<file path="config.mk">
export PLATFORM = sky130hd
export DESIGN_NAME = serial_negate_unit_flat
export DESIGN_NICKNAME = d
export VERILOG_FILES = /design/src/rtl/serial_negate_unit_if.sv /design/src/rtl/serial_negate_unit.sv /design/src/flat_wrapper.sv
export SDC_FILE = /design/constraint.sdc
export NUM_CORES = 1
export LEC_CHECK = 0
export ABC_AREA = 1
export BUFFER_PORTS_ARGS = -buffer_cell sky130_fd_sc_hd__buf_2
export CAP_MARGIN = 20
export CORE_MARGIN = 2
export CORE_UTILIZATION = 40
export CTS_BUF_LIST = sky130_fd_sc_hd__clkbuf_4 sky130_fd_sc_hd__clkbuf_8
export DETAILED_ROUTE_END_ITERATION = 12
export PLACE_DENSITY = 0.65
export SLEW_MARGIN = 25
export SYNTH_ARGS = -nofsm -noshare
export SYNTH_HDL_FRONTEND = slang
export SYNTH_SLANG_ARGS = --single-unit
</file>
<file path="constraint.sdc">
create_clock -name clk -period 2.9 [get_ports clk]
set_input_delay 0.29 -clock clk [delete_from_list [all_inputs] [get_ports clk]]
set_output_delay 0.29 -clock clk [all_outputs]
set_load 0.02 [all_outputs]
</file>
<file path="src/rtl/serial_negate_unit_if.sv">
// Handshake and data bundle for serial_negate_unit.
// The master side drives operands and accepts results; the slave side is the unit.
interface serial_negate_unit_if #(
  parameter int WIDTH = 8
);
  logic             in_valid;
  logic             in_ready;
  logic [WIDTH-1:0] a;
  logic [1:0]       mode;
  logic             out_valid;
  logic             out_ready;
  logic [WIDTH-1:0] y;
  logic             ovf;
  logic             busy;

  modport master (
    output in_valid, a, mode, out_ready,
    input  in_ready, out_valid, y, ovf, busy
  );

  modport slave (
    input  in_valid, a, mode, out_ready,
    output in_ready, out_valid, y, ovf, busy
  );
endinterface

</file>
<file path="src/rtl/serial_negate_unit.sv">
// Multi-cycle two's-complement pass / negate / abs / negative-abs unit.
// The operand is processed STEP bits per cycle, LSB first, through an
// invert-and-add-carry datapath; valid/ready handshakes on both sides.
module serial_negate_unit #(
  parameter int WIDTH = 8,
  parameter int STEP  = 1
) (
  input  logic                clk,
  input  logic                rst_n,
  serial_negate_unit_if.slave io
);

  localparam int N  = WIDTH / STEP;
  localparam int CW = (N > 1) ? $clog2(N) : 1;
  localparam logic [CW-1:0] LAST_CNT = CW'(N - 1);

  typedef enum logic [1:0] {
    ST_IDLE = 2'b00,
    ST_RUN  = 2'b01,
    ST_DONE = 2'b10
  } state_t;

  // True for the most-negative value: 1 followed by WIDTH-1 zeros.
  function automatic logic is_most_neg(input logic [WIDTH-1:0] v);
    logic [WIDTH-1:0] mn;
    mn            = {WIDTH{1'b0}};
    mn[WIDTH-1]   = 1'b1;
    return (v == mn);
  endfunction

  // Whether the operand must be inverted (and carry seeded) for this mode.
  function automatic logic inv_for_mode(input logic [1:0] m, input logic sign);
    logic r;
    case (m)
      2'b00:   r = 1'b0;
      2'b01:   r = 1'b1;
      2'b10:   r = sign;
      2'b11:   r = ~sign;
      default: r = 1'b0;
    endcase
    return r;
  endfunction

  // Only negate and abs can wrap, and only on the most-negative operand.
  function automatic logic ovf_for_mode(input logic [1:0] m, input logic [WIDTH-1:0] v);
    return ((m == 2'b01) || (m == 2'b10)) && is_most_neg(v);
  endfunction

  state_t           state_r;
  state_t           state_nx_s;
  logic             in_ready_r;
  logic             out_valid_r;
  logic             busy_r;
  logic             in_ready_nx_s;
  logic             out_valid_nx_s;
  logic             busy_nx_s;

  logic [WIDTH-1:0] a_r;
  logic [WIDTH-1:0] y_r;
  logic             ovf_r;
  logic             inv_r;
  logic             carry_r;
  logic [CW-1:0]    cnt_r;

  logic             accept_s;
  logic             last_chunk_s;
  logic [STEP-1:0]  chunk_s;
  logic [STEP:0]    sum_s;

  // Handshake qualifiers; in_ready_r is high exactly in IDLE.
  always_comb begin
    accept_s     = io.in_valid & in_ready_r;
    last_chunk_s = (cnt_r == LAST_CNT);
  end

  // One chunk of the invert-and-add-carry datapath.
  always_comb begin
    chunk_s = a_r[int'(cnt_r) * STEP +: STEP];
    sum_s   = {1'b0, chunk_s ^ {STEP{inv_r}}} + {{STEP{1'b0}}, carry_r};
  end

  // Next-state and next registered-output logic.
  always_comb begin
    state_nx_s = state_r;
    case (state_r)
      ST_IDLE: begin
        if (accept_s) begin
          state_nx_s = ST_RUN;
        end else begin
          state_nx_s = ST_IDLE;
        end
      end
      ST_RUN: begin
        if (last_chunk_s) begin
          state_nx_s = ST_DONE;
        end else begin
          state_nx_s = ST_RUN;
        end
      end
      ST_DONE: begin
        if (io.out_ready) begin
          state_nx_s = ST_IDLE;
        end else begin
          state_nx_s = ST_DONE;
        end
      end
      default: state_nx_s = ST_IDLE;
    endcase
    in_ready_nx_s  = (state_nx_s == ST_IDLE);
    out_valid_nx_s = (state_nx_s == ST_DONE);
    busy_nx_s      = (state_nx_s != ST_IDLE);
  end

  // State register plus registered handshake/status outputs.
  always_ff @(posedge clk or negedge rst_n) begin
    if (!rst_n) begin
      state_r     <= ST_IDLE;
      in_ready_r  <= 1'b1;
      out_valid_r <= 1'b0;
      busy_r      <= 1'b0;
    end else begin
      state_r     <= state_nx_s;
      in_ready_r  <= in_ready_nx_s;
      out_valid_r <= out_valid_nx_s;
      busy_r      <= busy_nx_s;
    end
  end

  // Operand capture on accept, then one chunk per RUN cycle into the result.
  always_ff @(posedge clk or negedge rst_n) begin
    if (!rst_n) begin
      a_r     <= {WIDTH{1'b0}};
      y_r     <= {WIDTH{1'b0}};
      ovf_r   <= 1'b0;
      inv_r   <= 1'b0;
      carry_r <= 1'b0;
      cnt_r   <= {CW{1'b0}};
    end else if (accept_s) begin
      a_r     <= io.a;
      inv_r   <= inv_for_mode(io.mode, io.a[WIDTH-1]);
      carry_r <= inv_for_mode(io.mode, io.a[WIDTH-1]);
      ovf_r   <= ovf_for_mode(io.mode, io.a);
      cnt_r   <= {CW{1'b0}};
    end else if (state_r == ST_RUN) begin
      y_r[int'(cnt_r) * STEP +: STEP] <= sum_s[STEP-1:0];
      // The carry out of the last chunk is simply never consumed.
      carry_r <= sum_s[STEP];
      if (last_chunk_s) begin
        cnt_r <= {CW{1'b0}};
      end else begin
        cnt_r <= cnt_r + CW'(1);
      end
    end else begin
      cnt_r <= cnt_r;
    end
  end

  assign io.in_ready  = in_ready_r;
  assign io.out_valid = out_valid_r;
  assign io.busy      = busy_r;
  assign io.y         = y_r;
  assign io.ovf       = ovf_r;

endmodule

</file>
<file path="src/flat_wrapper.sv">
// flat-port wrapper written by rule: the top's interface ports become plain ports
module serial_negate_unit_flat 
#(
  parameter int WIDTH = 8,
  parameter int STEP  = 1
)
  (clk, rst_n, io_in_valid, io_a, io_mode, io_out_ready, io_in_ready, io_out_valid, io_y, io_ovf, io_busy);
  serial_negate_unit_if #(.WIDTH(WIDTH)) io_i ();
  input  logic clk;
  input  logic rst_n;
  input wire logic [$bits(io_i.in_valid)-1:0] io_in_valid;
  input wire logic [$bits(io_i.a)-1:0] io_a;
  input wire logic [$bits(io_i.mode)-1:0] io_mode;
  input wire logic [$bits(io_i.out_ready)-1:0] io_out_ready;
  output wire logic [$bits(io_i.in_ready)-1:0] io_in_ready;
  output wire logic [$bits(io_i.out_valid)-1:0] io_out_valid;
  output wire logic [$bits(io_i.y)-1:0] io_y;
  output wire logic [$bits(io_i.ovf)-1:0] io_ovf;
  output wire logic [$bits(io_i.busy)-1:0] io_busy;
  assign io_i.in_valid = io_in_valid;
  assign io_i.a = io_a;
  assign io_i.mode = io_mode;
  assign io_i.out_ready = io_out_ready;
  assign io_in_ready = io_i.in_ready;
  assign io_out_valid = io_i.out_valid;
  assign io_y = io_i.y;
  assign io_ovf = io_i.ovf;
  assign io_busy = io_i.busy;
  serial_negate_unit #(.WIDTH(WIDTH), .STEP(STEP)) u_core (.clk(clk), .rst_n(rst_n), .io(io_i));
endmodule
</file>
==> results of run 1 <==
[Yosys cell counts (all sizes together)]
cell | instances | share of area
ha | 9 | 0.072
o31ai | 1 | 0.0048
dfrtp | 26 | 0.42
nand4 | 7 | 0.028
nand2 | 54 | 0.15
dfstp | 1 | 0.017
a21oi | 2 | 0.0064
nor3 | 1 | 0.0032
o211ai | 1 | 0.0048
clkbuf | 1 | 0.0024
nor2 | 17 | 0.049
buf | 3 | 0.027
or2 | 1 | 0.0040
inv | 27 | 0.071
nand3 | 20 | 0.074
o22ai | 2 | 0.0080
o21ai | 19 | 0.061
[cells by family after synthesis]
logic type      synth area share
compound gates            0.0851
fa+ha+maj                 0.0722
buf+inv                    0.101
flops                      0.434
simple gates               0.307
[metal layers]
layer  vias up  GRT usage
met5         -          0
met4         0     0.0306
met3         2     0.0358
met2        20      0.244
met1       532      0.193
li1        676          -
[final timing paths]
path,from,endpoint,slack [ps]
max,u_core.cnt_r[0],u_core.io.y[5],840
min,rst_n,u_core.io.out_valid,3
max reg2reg,u_core.cnt_r[0],u_core.io.y[5],840
min reg2reg,u_core.io.y[1],u_core.io.y[1],490
max in group asynchronous,rst_n,u_core.a_r[3],2510
min in group clk,io_out_ready,u_core.io.out_valid,200
[where the power goes]
part | internal [mW] | leakage, nW | switching [mW]
Combinational | 0.329 | 0.559 | 0.636
Clock | 0.0976 | 0.0217 | 0.121
Sequential | 0.529 | 0.345 | 0.119
Total | 0.956 | 0.926 | 0.876
[area by class of cell]
| class | instances | area [µm²] | share of cell area |
|---|---|---|---|
| inverter | 27 | 111 | 0.0638 |
| timing repair buffer | 25 | 125 | 0.0716 |
| clock inverter | 1 | 7.51 | 0.00430 |
| sequential | 27 | 677 | 0.388 |
| clock buffer | 3 | 41.3 | 0.0236 |
| tap | 48 | 60.1 | 0.0344 |
| multi-input combinational | 134 | 724 | 0.415 |
[state kept, by name, summed over array words and instances, names as in the netlist]
register and flops:
u_core.inv_r 1, u_core.a_r 8, u_core.io.busy 1, u_core.io.in_ready 1, u_core.io.ovf 1, u_core.io.y 8
u_core.carry_r 1, u_core.cnt_r 3, u_core.io.out_valid 1, u_core.state_r 2
[worst max-delay path, stage by stage (launching register included)]
cell     delay (ps)
dfrtp_1         630
inv_8           100
nand2_2          80
nand3_2          70
nand2_1          80
nand2_1          40
nand3_1          60
nand2_1          50
ha_1            360
nand4_1         140
or2_1           250
o21ai_1         120
[placed cells by master (no fill, tap or decap), types with 3 or more instances in the layout]
master     n
clkbuf_8   3
nand2_2    3
dfrtp_1   26
buf_2     25
inv_1     23
nand3_1   17
ha_1       9
nor2_1    14
o21ai_0   14
nand3_2    3
nand4_1    7
o21ai_1    5
nand2_4    3
nand2_1   48
==> impl_metrics.json, run 1 <==
{
  "insertion_delay_ps": 270,
  "diodes": 0,
  "fp.dieH_um": 66.4,
  "worstSetupPathType": "reg -> reg",
  "grt_util_all_layers": 0.147,
  "end_kind": "flip-flop",
  "cts_setup_buffers": 0,
  "stdcell_count": 265,
  "skew_ps": 6.30,
  "start_util": 0.420,
  "via_per_inst": 4.64,
  "holdBufCountCts": 0,
  "finalHoldViolations": 0,
  "place_area_mm2": 0.00170,
  "final_cell_area_mm2": 0.00175,
  "avgRoutedWirePerCell_um": 10.5,
  "syn_inst": 192,
  "final_nets": 241,
  "fin_crit_sh": 0.709,
  "drv_slew": 0,
  "cts_tree": "built",
  "top_layer_used": "met4",
  "grt_start_max_net_pins": 28,
  "r2r_cells": 11,
  "dp_cells": 261,
  "rows": 22,
  "cts_max_level": 1,
  "netlist_area_mm2": 0.00156,
  "worst_slack_ps": 843,
  "total_power_mw": 1.83,
  "ctsLongestPathBuffers": 2,
  "place.port_buffers": 25,
  "hold_ws_ps": 3.19,
  "cts_sinks": 27,
  "yosysWarnings": 0,
  "syn_avg_cell_area_um2": 8.12,
  "cp-start-kind": "flip-flop",
  "gp_congestion": 0.880,
  "maxCapViolations": 0,
  "ys_seq_area_frac": 0.434,
  "status": "completed",
  "max-vdd-ir-drop_v": 0.000615,
  "cp.arrival_ps": 2270,
  "drive_above_1_share": 0.212,
  "finalCoreUtilization": 0.470,
  "clockRootBuffer": "clkbuf_8",
  "wl_met2_mm": 1.28,
  "nFillCells": 385,
  "core_mm2": 0.00372,
  "p_leak_nw": 0.926,
  "synthToLayoutAreaGrowth_pct": 12.0,
  "grt_pass1_vias": 1172,
  "dp_slack_ps": 845,
  "drtIter0Drc": 23,
  "grt_pass1_wl_mm": 5.05,
  "antenna_found_initial": 0,
  "grt_setup_unrepaired": "false",
  "finalCriticalPeriod_ps": 2060,
  "numCtsBuffers": 3,
  "synth_seq_cells": 27,
  "cp_max_fo": 13,
  "min_path_type": "in -> async",
  "dieArea_mm2": 0.00441,
  "path_clk_slew_ps": 100,
  "setup_viol": 0,
  "drcViolationCount": 0,
  "slew_headroom": 0.610,
  "cts_resized": 0,
  "die_w_um": 66.4,
  "drt-total-wl_mm": 2.78,
  "hpwlAfterDp_mm": 2.15,
  "fmax_mhz": 486,
  "dr_wl_met3_um": 107,
  "worst_slew_pin_slew_ps": 585,
  "required_ps": 3110,
  "num_io_pins": 26,
  "pwr_density_cell_mw_per_mm2": 1050,
  "tns_ps": 0,
  "syn_nets": 215,
  "ant_nets": 0,
  "dr.pass1.iters": 4,
  "yosysUniqueCellTypes": 27,
  "met1_length_mm": 1.38,
  "vias": 1230,
  "overflow": 0
}
No activity file was read; power rests on OpenSTA's default activity.
==> run 2, diff against run 1 <==
--- a/config.mk
+++ b/config.mk
@@ -12,7 +12,7 @@
 export CORE_UTILIZATION = 40
 export CTS_BUF_LIST = sky130_fd_sc_hd__clkbuf_4 sky130_fd_sc_hd__clkbuf_8
 export DETAILED_ROUTE_END_ITERATION = 12
-export PLACE_DENSITY = 0.65
+export PLACE_DENSITY = 0.67
 export SLEW_MARGIN = 25
 export SYNTH_ARGS = -nofsm -noshare
 export SYNTH_HDL_FRONTEND = slang
==> constraint.sdc (replaced) <==
create_clock -name clk -period 1.8 [get_ports clk]
set_input_delay 0.18 -clock clk [delete_from_list [all_inputs] [get_ports clk]]
set_output_delay 0.18 -clock clk [all_outputs]
set_load 0.02 [all_outputs]
==> impl_metrics.json, run 2 (synthesized netlist as in run 1, its figures left out) <==
{
  "cp_max_fo": 7,
  "gr-usage-met1": 0.199,
  "end_kind": "flip-flop",
  "insertion_delay_ps": 270,
  "required_ps": 2000,
  "fin_crit_sh": 1.01,
  "r2r_cells": 12,
  "dr.pass1.iters": 4,
  "finalHoldViolations": 0,
  "violations": "negative setup slack",
  "rows": 22,
  "grt_start_max_net_pins": 28,
  "min_from": "io_out_ready",
  "ant_nets": 0,
  "grt_util_all_layers": 0.156,
  "setup_viol": 2,
  "worst_slew_pin_slew_ps": 598,
  "finalCoreUtilization": 0.519,
  "final_nets": 254,
  "drive_above_1_share": 0.313,
  "crit_top_cell": "nand2_1",
  "holdPathEnd": "u_core.io.out_valid",
  "diodes": 0,
  "cts_max_level": 1,
  "drcViolationCount": 0,
  "via_per_inst": 4.77,
  "final_cell_area_mm2": 0.00193,
  "hold_path_depth": 2,
  "path_cells": "inv_8, nand2_4, nand2_1, nand2_1, nand2_1, nand2_1, nand3_2, nand2_2, ha_4, nand4_1, or2_1, o21ai_1",
  "place_area_mm2": 0.00177,
  "place.port_buffers": 25,
  "die_w_um": 66.4,
  "nFillCells": 357,
  "slew_headroom": 0.601,
  "numCtsBuffers": 3,
  "gp_congestion": 0.811,
  "maxCapViolations": 0,
  "dieArea_mm2": 0.00441,
  "tns_ps": -29.0,
  "core_mm2": 0.00372,
  "antenna_found_initial": 0,
  "clockRootBuffer": "clkbuf_8",
  "worstSetupPathType": "reg -> reg",
  "vias": 1327,
  "grt_setup_unrepaired": "true",
  "grt_pass1_wl_mm": 5.28,
  "worst_slack_ps": -25.7,
  "fp.dieH_um": 66.4,
  "cp.arrival_ps": 2030,
  "cp-start-kind": "flip-flop",
  "max-vdd-ir-drop_v": 0.000874,
  "met3_usage": 0.0409,
  "start_util": 0.420,
  "met2_usage": 0.270,
  "skew_ps": 3.09,
  "reg2reg_from": "u_core.cnt_r[0]",
  "cts_sinks": 27,
  "r2r-end": "u_core.io.y[5]",
  "grt_pass1_vias": 1200,
  "hpwlAfterDp_mm": 2.38,
  "pwr_density_cell_mw_per_mm2": 1790,
  "busiest_layer": "met2",
  "dp_slack_ps": -60.1,
  "drv_slew": 0,
  "min_path_type": "in -> reg",
  "max_stage_delay_ps": 490,
  "synthToLayoutAreaGrowth_pct": 23.8,
  "drtIter0Drc": 81,
  "fmax_mhz": 548,
  "cts_tree": "built",
  "finalCriticalPeriod_ps": 1830,
  "ctsLongestPathBuffers": 2,
  "r2r_slack_ps": -30,
  "cpMaxStageDelayCell": "dfrtp_2",
  "final_common_cell": "nand2_1",
  "status": "finished with violations",
  "overflow": 0,
  "path_clk_slew_ps": 90,
  "drt-total-wl_mm": 3.19,
  "p_leak_nw": 1.01,
  "final_cell_mix": "nand2_1, buf_2, dfrtp_1, inv_1, o21ai_0",
  "num_io_pins": 26,
  "avgRoutedWirePerCell_um": 11.5
}
[run 2: cell count changes in the layout (fill, tap and decap cells not counted), moves of 2 or more]
cell,change
nand3_2,+3
nand3_1,-4
nor2_1,-2
nand2_4,+2
buf_6,+2
ha_1,-2
nand2_1,-3
dfrtp_2,+2
dfrtp_1,-2
buf_4,+10
[run 2: worst max path at each step]
stage	startpoint	end	slack (ps)
2_1_floorplan	u_core.cnt_r[0]	u_core.io.y[5]	8
3_3_place_gp	u_core.cnt_r[0]	u_core.io.y[5]	10
3_5_place_dp	u_core.cnt_r[0]	u_core.io.y[5]	-60
4_1_cts	u_core.cnt_r[0]	u_core.io.y[5]	4
5_1_grt	u_core.cnt_r[1]	u_core.io.y[5]	-170
6_report	u_core.cnt_r[0]	u_core.io.y[5]	-30
[run 2: what timing repair did]
action / CTS / global route
gates cloned: 0 / 0
gates resized for setup: 4 / 15
pin swaps: 3 / 15
hold buffers: 1 / 0
endpoints found under the hold margin: 26 / 0
setup buffers: 1 / 3
setup endpoints to repair: 5 / 8
[run 2: power by group]
part | switching, mW | total (mW) | internal [mW]
clock | 0.182 | 0.356 | 0.174
combinational | 1.23 | 2.05 | 0.820
sequential | 0.192 | 1.05 | 0.857
[run 2: through the flow]
stage	total power, mW	hold slack (ps)	std cells
6_report	3.46	97.6	278
5_1_grt	3.80	88.4	278
4_1_cts	3.30	86.0	275
2_1_floorplan	2.41	-116	192
3_3_place_gp	2.84	223	269
3_5_place_dp	2.88	223	269
[run 2: cell type report]
class	count	area, µm²	area share
repair buffers	38	233	0.121
clock buffers	4	48.8	0.0253
multi-input cells	134	795	0.412
inverters	27	114	0.0590
well taps	48	60.1	0.0311
flip-flops and latches	27	679	0.352
[run 2: metal layers]
| metal | vias up | wire (µm) |
|---|---|---|
| met2 | 28 | 1560 |
| met4 | 0 | 9 |
| met1 | 599 | 1490 |
| met5 | - | 0 |
| met3 | 2 | 135 |
| li1 | 698 | - |
[run 2: worst max-delay path, delay by kind of cell (launching register included)]
kind                       cells  cell delay (ps)
buffers and inverters          1              110
adders and majority gates      1              290
DFF                            1              490
and+or+nand+nor                9              740
AOI/OAI and AO/OA              1              120
==> run 3, diff against run 2 <==
--- a/config.mk
+++ b/config.mk
@@ -12,6 +12,7 @@
 export CORE_UTILIZATION = 40
 export CTS_BUF_LIST = sky130_fd_sc_hd__clkbuf_4 sky130_fd_sc_hd__clkbuf_8
 export DETAILED_ROUTE_END_ITERATION = 12
+export GPL_ROUTABILITY_DRIVEN = 1
 export PLACE_DENSITY = 0.67
 export SLEW_MARGIN = 25
 export SYNTH_ARGS = -nofsm -noshare
==> constraint.sdc (replaced) <==
create_clock -name clk -period 1.8 [get_ports clk]
set_input_delay 0.36 -clock clk [delete_from_list [all_inputs] [get_ports clk]]
set_output_delay 0.36 -clock clk [all_outputs]
set_load 0.02 [all_outputs]
==> impl_metrics.json, run 3 (synthesized netlist as in run 1, its figures left out) <==
{
  "stdcell_count": 278,
  "numCtsBuffers": 3,
  "core_mm2": 0.00372,
  "drive_above_1_share": 0.309,
  "diodes": 0,
  "swShare": 0.462,
  "avgRoutedWirePerCell_um": 11.7,
  "grt_start_max_net_pins": 28,
  "gp_congestion": 0.817,
  "place.port_buffers": 25,
  "p_clk_frac": 0.104,
  "antenna_found_initial": 0,
  "dr.pass1.iters": 4,
  "grt_pass1_vias": 1283,
  "ctsLongestPathBuffers": 2,
  "path_clk_slew_ps": 100,
  "via_per_inst": 4.76,
  "cts_tree": "built",
  "start_util": 0.420,
  "met3_usage": 0.0409,
  "met2_usage": 0.288,
  "finalHoldViolations": 0,
  "power_frac_comb": 0.597,
  "status": "finished with violations",
  "required_ps": 2010,
  "min_path_type": "in -> async",
  "worstSetupPathType": "reg -> reg",
  "tns_ps": -9.86,
  "p_int_mw": 1.89,
  "fp.dieH_um": 66.4,
  "gr-usage-met1": 0.199,
  "drv_slew": 0,
  "net-switching-power_mw": 1.62,
  "final_common_cell": "nand2_1",
  "skew_ps": 7.02,
  "drt-total-wl_mm": 3.24,
  "dieArea_mm2": 0.00441,
  "synthToLayoutAreaGrowth_pct": 23.8,
  "grt_pass1_wl_mm": 5.53,
  "violations": "negative setup slack",
  "ant_nets": 0,
  "worst_slew_pin_slew_ps": 601,
  "finalCriticalPeriod_ps": 1810,
  "cts_max_level": 1,
  "hpwlAfterDp_mm": 2.36,
  "dp_cells": 270,
  "fin_crit_sh": 1.01,
  "vias": 1323,
  "holdBufCountCts": 0,
  "cp.arrival_ps": 2020,
  "drtIter0Drc": 41,
  "fmax_mhz": 553,
  "maxCapViolations": 0,
  "overflow": 0,
  "cp-start-kind": "flip-flop",
  "cp_max_fo": 5,
  "pwr_density_cell_mw_per_mm2": 1820,
  "grt_util_all_layers": 0.164,
  "setup_viol": 1,
  "slew_headroom": 0.599,
  "insertion_delay_ps": 270,
  "p_leak_nw": 1.00,
  "max-vdd-ir-drop_v": 0.000892,
  "final_nets": 254,
  "clockRootBuffer": "clkbuf_8",
  "drcViolationCount": 0,
  "final_cell_mix": "nand2_1, buf_2, dfrtp_1, inv_1",
  "cts_sinks": 27,
  "num_io_pins": 26,
  "busiest_layer": "met2",
  "rows": 22,
  "grt_setup_unrepaired": "true",
  "worst_slack_ps": -9.86,
  "end_kind": "flip-flop",
  "die_w_um": 66.4,
  "p_seq_frac": 0.298
}
==> run 3: layer usage <==
metal	vias up	wire length (µm)
li1	696	-
met1	592	1490
met2	29	1560
met3	6	130
met4	0	61
met5	-	0
==> run 3: power by group through the flow <==
| stage | Clock [mW] | Sequential [mW] | Combinational [mW] |
|---|---|---|---|
| 3_3_place_gp | 0 | 1.04 | 1.80 |
| 5_1_grt | 0.411 | 1.08 | 2.36 |
| 3_5_place_dp | 0 | 1.05 | 1.83 |
| 2_1_floorplan | 0 | 1.12 | 1.29 |
| 4_1_cts | 0.378 | 1.04 | 1.88 |
| 6_report | 0.366 | 1.05 | 2.10 |
==> run 3: path summary, 6_finish.rpt <==
path,cells past startpoint,slack [ps],endpoint,startpoint
hold / removal,1,80,u_core.io.y[3],rst_n
setup reg to reg,11,-10,u_core.io.y[5],u_core.cnt_r[1]
hold reg to reg,2,490,u_core.io.y[5],u_core.io.y[5]
min in group clk,2,270,u_core.io.out_valid,io_out_ready
max in group asynchronous,1,1280,u_core.cnt_r[0],rst_n
setup / recovery,11,-10,u_core.io.y[5],u_core.cnt_r[1]
==> run 3: repair_timing <==
action	4_1_cts	5_1_grt
gates resized for setup	4	14
hold endpoints to repair	0	0
gates cloned	0	0
pin swaps	4	13
endpoints found under the setup margin	4	8
buffers inserted	1	3
==> run 3: critical path, stage by stage, from the launching register on <==
cell and delay [ps]:
dfrtp_1 430, buf_6 130, buf_6 100, nand3_1 70, nand2_1 60, nand2_1 60, nand3_2 80, nand2_2 60
ha_4 290, nand4_1 110, or2_1 220, o21ai_1 120
==> run 3: area by class of cell <==
type                    count  area, µm²
fillers                   364       1790
multi-input cells         134        795
flip-flops and latches     27        679
repair buffers             38        230
inverters                  27        116
well taps                  48       60.1
clock buffers               4       48.8
==> run 3: stage by stage <==
stage           util  setup WS [ps]  area, µm²  power, mW  hold WS [ps]
5_1_grt        0.519           -135       1930       3.85           117
3_3_place_gp   0.479           14.7       1780       2.85           401
3_5_place_dp   0.479          -43.7       1780       2.88           411
2_1_floorplan      -           7.51       1570       2.41          64.4
4_1_cts        0.497          -1.95       1850       3.30           104
6_report       0.519          -9.86       1930       3.51          78.6
